==> src/rtl/uart_tx_arbiter.sv <==
// Round-robin arbiter sharing one UART transmitter among four requesters.
// Each granted byte gets one start strobe, then waits for done or timeout.
module uart_tx_arbiter #(
    parameter int NUM_REQ = 4,
    parameter int TIMEOUT = 20000
) (
    input  logic                   clk,
    input  logic                   rst,
    input  logic [NUM_REQ-1:0]     req,
    input  logic [8*NUM_REQ-1:0]   req_data,
    output logic [NUM_REQ-1:0]     gnt,
    output logic [NUM_REQ-1:0]     ack,
    output logic                   err,
    output logic                   busy,
    output logic                   uart_start,
    output logic [7:0]             uart_txin,
    input  logic                   uart_txdone
);

    typedef enum logic [1:0] {
        IDLE    = 2'd0,
        GRANT   = 2'd1,
        WAIT    = 2'd2,
        RELEASE = 2'd3
    } state_t;

    localparam logic [14:0] LP_TMAX = 15'(TIMEOUT - 1);

    state_t             r_state;
    logic [NUM_REQ-1:0] r_gnt;
    logic [NUM_REQ-1:0] r_ack;
    logic               r_err;
    logic               r_busy;
    logic               r_start;
    logic [7:0]         r_txin;
    logic [1:0]         r_last;
    logic [1:0]         r_win;
    logic [14:0]        r_cnt;

    state_t             w_nstate;
    logic [NUM_REQ-1:0] w_gnt;
    logic [NUM_REQ-1:0] w_ack;
    logic               w_err;
    logic               w_start;
    logic [7:0]         w_txin;
    logic [1:0]         w_last;
    logic [1:0]         w_win;
    logic [14:0]        w_cnt;
    logic [1:0]         w_sel;
    logic [1:0]         w_idx;
    logic               w_found;

    // Search starts just after the last winner and wraps
    always_comb begin
        w_found = 1'b0;
        w_sel   = r_last;
        w_idx   = '0;
        for (int k = 1; k <= 4; k++) begin
            w_idx = r_last + 2'(k);
            if (!w_found && req[w_idx]) begin
                w_found = 1'b1;
                w_sel   = w_idx;
            end
        end
    end

    always_comb begin
        w_nstate = r_state;
        w_gnt    = r_gnt;
        w_ack    = '0;
        w_err    = 1'b0;
        w_start  = 1'b0;
        w_txin   = r_txin;
        w_last   = r_last;
        w_win    = r_win;
        w_cnt    = r_cnt;
        unique case (r_state)
            IDLE: begin
                if (w_found) begin
                    w_nstate = GRANT;
                    w_win    = w_sel;
                    w_gnt    = NUM_REQ'(1) << w_sel;
                    w_txin   = req_data[{w_sel, 3'b000} +: 8];
                    w_start  = 1'b1;
                end
            end
            GRANT: begin
                w_nstate = WAIT;
                w_cnt    = '0;
            end
            WAIT: begin
                w_cnt = r_cnt + 15'd1;
                // Completion takes precedence over a coincident timeout
                if (uart_txdone) begin
                    w_nstate = RELEASE;
                    w_ack    = r_gnt;
                    w_gnt    = '0;
                end else if (r_cnt == LP_TMAX) begin
                    w_nstate = RELEASE;
                    w_err    = 1'b1;
                    w_gnt    = '0;
                end
            end
            RELEASE: begin
                w_nstate = IDLE;
                w_last   = r_win;
            end
            default: w_nstate = IDLE;
        endcase
    end

    always_ff @(posedge clk) begin
        if (rst) begin
            r_state <= IDLE;
            r_gnt   <= '0;
            r_ack   <= '0;
            r_err   <= 1'b0;
            r_busy  <= 1'b0;
            r_start <= 1'b0;
            r_txin  <= 8'h00;
            r_last  <= 2'd3;
            r_win   <= 2'd0;
            r_cnt   <= '0;
        end else begin
            r_state <= w_nstate;
            r_gnt   <= w_gnt;
            r_ack   <= w_ack;
            r_err   <= w_err;
            r_busy  <= (w_nstate != IDLE);
            r_start <= w_start;
            r_txin  <= w_txin;
            r_last  <= w_last;
            r_win   <= w_win;
            r_cnt   <= w_cnt;
        end
    end

    assign gnt        = r_gnt;
    assign ack        = r_ack;
    assign err        = r_err;
    assign busy       = r_busy;
    assign uart_start = r_start;
    assign uart_txin  = r_txin;

endmodule

==> config.mk <==
export PLATFORM = sky130hd
export DESIGN_NAME = uart_tx_arbiter
export DESIGN_NICKNAME = d
export VERILOG_FILES = /design/src/rtl/uart_tx_arbiter.sv
export SDC_FILE = /design/constraint.sdc
export NUM_CORES = 1
export LEC_CHECK = 0
export ABC_AREA = 1
export ABC_CLOCK_PERIOD_IN_PS = 2060
export CAP_MARGIN = 20
export CORE_UTILIZATION = 35
export CTS_CLUSTER_DIAMETER = 120
export CTS_CLUSTER_SIZE = 12
export DETAILED_ROUTE_END_ITERATION = 10
export GPL_ROUTABILITY_DRIVEN = 0
export MAX_ROUTING_LAYER = met4
export SETUP_SLACK_MARGIN = 0.5
export SKIP_LAST_GASP = 1
export SLEW_MARGIN = 10
export SYNTH_ARGS = -nofsm -noshare
export SYNTH_HDL_FRONTEND = slang
export SYNTH_SLANG_ARGS = --single-unit
==> constraint.sdc <==
create_clock -name clk -period 2.06 [get_ports clk]
set_input_delay 0.206 -clock clk [delete_from_list [all_inputs] [get_ports clk]]
set_output_delay 0.206 -clock clk [all_outputs]
set_load 0.02 [all_outputs]
==> impl_metrics.py <==
metrics = {
    "outcome": {
        "run_status": "finished, final reports clean",
    },
    "synth": {
        "synthesis.instances": 354,
        "synth_async_sr_flop_share_pct": 0,
        "ys_ff_latch": 40,
        "yosys_warnings": 0,
        "synth.area.mux_share_pct": 0,
        "primary_ff_master_synth": "dfxtp_1",
        "synth_top_family_by_area": "simple AND/OR/NAND/NOR gates",
        "synth.lib_cells_used.distinct": 32,
        "yosysMostFrequentCell": "nand2_1",
        "syn_area_per_cell_um2": 6.39,
        "synth_area_in_compound_gates_pct": 8.85,
        "yosys.area.top_type": "dfxtp_1",
        "yosys-top-cells-area": "dfxtp_1 (35%), nand2_1 (20%), nand3_1 (6.9%)",
        "number_of_synthesized_flops_with_an_enable_pin": 0,
        "post_synth_instance_area_mm2": 0.00226,
        "syn-num-nets": 398,
        "yosys.area.top_type_share_pct": 35.4,
        "synth_sequential_area_ratio_pct": 35.4,
        "yosys.area_share.adder_pct": 2.77,
        "post_synth_xor_area_fraction_pct": 0.775,
        "synth_common_cells": "nand2_1 (120), dfxtp_1 (40), inv_1 (37), nor2_1 (37), nand3_1 (31)",
        "synth-simple-area-share_pct": 42.1,
    },
    "sta": {
        "rsz0062_at_grt": "yes",
        "min_period_over_period_pct": 88.4,
        "max_slew_vio_count": 0,
        "finalCriticalPeriod_ns": 1.82,
        "setup_tns_ns": 0,
        "final.setup.worst_slack_ns": 0.239,
        "max_slew_margin_pct": 76.5,
        "worst-slew-pin-transition_ns": 0.352,
        "report.final.setup_viol": 0,
        "final-hold-violation-count": 0,
        "clock.fmax_mhz": 549,
        "finClkSkew_ns": 0.00683,
    },
    "placement": {
        "placedInstanceArea_mm2": 0.00294,
        "placement.setup.worst_slack_ns": 0.0326,
        "place_hpwl_mm": 4.34,
        "buffer_ports.inserted": 57,
    },
    "clock_network": {
        "cts_root_buf": "clkbuf_8",
        "cts_tree": "built",
        "numCtsBuffers": 5,
        "worst_setup_hold_path_clk_slew_ns": 0.08,
        "ctsHoldBuffers": 0,
        "htree_depth": 2,
        "insertion_delay_ns": 0.29,
        "sink_count_of_the_clock_tree": 40,
        "ctsLongestPathBuffers": 2,
    },
    "floorplan": {
        "floorplan.initialDensity_pct": 37.3,
        "ioPinCount": 58,
        "floorplan.die.height_um": 82.4,
        "coreArea_mm2": 0.00606,
        "site_rows": 28,
        "floorplan.die_area_mm2": 0.00678,
        "die_x_um": 82.4,
    },
    "worst_hold_path": {
        "hold_path_class": "reg -> reg",
    },
    "worst_setup_path": {
        "path_class": "reg -> reg",
        "start_kind": "flop",
        "worst_setup_path_end_kind": "flop",
        "critPathRequiredTime_ns": 2.29,
        "cp_max_fo": 5,
        "cp_data_arrival_time_ns": 2.05,
    },
    "finish": {
        "flow.area_growth_from_synthesis_pct": 63.4,
        "antenna-diode-count": 0,
        "num-fill-cells": 522,
        "drive_gt1_share_pct": 30.4,
        "finalCoreUtilization_pct": 61.0,
        "fin_nets": 487,
        "post-route-cell-area_mm2": 0.00369,
    },
    "route": {
        "drt-initial-drc-count": 112,
        "vias": 2541,
        "routed_wire_length_per_instance_um": 12.8,
        "route.detailed.vias_per_inst": 4.90,
        "firstDrtPassIters": 4,
        "wirelength_mm": 6.64,
        "route.antenna.remaining_nets": 0,
        "drt_drc": 0,
    },
    "power_and_ir_drop": {
        "static-leakage-power_nw": 1.62,
        "peak_vdd_ir_uv": 667,
        "power_density_mw_per_mm2": 1270,
    },
    "global_route": {
        "grt.total_usage_pct": 19.6,
        "grt_pass1_wl_mm": 9.89,
        "first_global_vias": 2271,
        "grt_max_degree": 22,
        "antenna_found_initial": 0,
        "grt_remaining_overflow": 0,
    },
    "flow_run": {
        "max-cap-violations": 0,
    },
}
[layer usage]
| metal | part of all wire [%] | track usage, % | wire, um |
|---|---|---|---|
| met1 | 44 | 23.2 | 2940 |
| met2 | 49 | 33.6 | 3230 |
| met3 | 5.8 | 3.85 | 388 |
| met4 | 1.1 | 5.44 | 76 |
| met5 | 0 | - | 0 |
[sequential cells by signal, summed over array words and instances (netlist names)]
name / flops
r_cnt: 15
uart_start: 1
uart_txin: 8
gnt: 4
r_win: 2
err: 1
ack: 4
busy: 1
r_state: 2
r_last: 2
[metrics by stage]
stage	std cells	total power, mW	hold slack [ns]
2_1_floorplan	354	2.58	0.282
3_3_place_gp	482	3.19	0.439
3_5_place_dp	482	3.21	0.436
4_1_cts	505	3.99	0.449
5_1_grt	519	5.04	0.465
6_report	519	4.69	0.447
[critical path: stages, from the launching register on]
cell and delay (ns):
dfxtp_4 0.42, buf_6 0.16, nand2_4 0.06, nand2_4 0.09
nand2_4 0.06, nand2_4 0.10, nor2_4 0.04, nand4_1 0.16
nand2_4 0.12, buf_6 0.14, nor3_4 0.18, nand2_1 0.09
a21oi_1 0.12
[cell type report]
cell class	count	area [um^2]	share of cell area, %
Clock inverter	2	10.0	0.271
Timing Repair Buffer	90	873	23.6
Tap cell	75	93.8	2.54
Timing Repair inverter	1	16.3	0.440
Sequential cell	40	811	21.9
Clock buffer	6	82.6	2.24
Multi-Input combinational cell	262	1610	43.5
Inverter	43	199	5.38
[where the power goes]
part,internal (mW),leakage [nW],switching (mW)
clock network,0.267,0.0510,0.274
logic,1.33,1.24,1.76
registers,0.938,0.327,0.115
[repair_timing]
action,4_1_cts,5_1_grt
gates cloned,0,3
resized for setup,34,82
pin swaps,15,33
endpoints found under the setup margin,27,26
buffers inserted,15,11
[worst paths after layout]
kind | from | slack [ns] | to | cells after the start
worst max-delay path | r_last[0]$_SDFFE_PP1N_ | 0.24 | gnt[2]$_SDFFE_PP0P_ | 12
worst min-delay path | gnt[1]$_SDFFE_PP0P_ | 0.45 | ack[1]$_SDFF_PP0_ | 2
worst max register to register | r_last[0]$_SDFFE_PP1N_ | 0.24 | gnt[2]$_SDFFE_PP0P_ | 12
worst min register to register | gnt[1]$_SDFFE_PP0P_ | 0.45 | ack[1]$_SDFF_PP0_ | 2
[cells by family after synthesis]
family          count (synthesis)
compound gates                 37
xor+xnor                        2
fa+ha+maj                       5
buf+inv                        52
flops                          40
simple gates                  218
[cell usage in the layout, fill, tap and decap left out, drive strengths merged]
| cell type | Yosys | layout |
|---|---|---|
| a211oi | 2 | 2 |
| a21o | 1 | 1 |
| a21oi | 19 | 19 |
| a31oi | 2 | 2 |
| buf | 7 | 32 |
| clkbuf | 2 | 7 |
| clkdlybuf4s50 | 0 | 57 |
| clkinv | 0 | 3 |
| dfxtp | 40 | 40 |
| ha | 5 | 5 |
| inv | 43 | 43 |
| nand2 | 131 | 131 |
| nand3 | 32 | 32 |
| nand3b | 1 | 1 |
| nand4 | 5 | 5 |
| nor2 | 39 | 39 |
| nor3 | 6 | 6 |
| nor4 | 4 | 4 |
| o211ai | 1 | 1 |
| o21a | 1 | 1 |
| o21ai | 11 | 11 |
| xnor2 | 1 | 1 |
| xor2 | 1 | 1 |
Note: power is estimated with default switching activity, not from simulation.
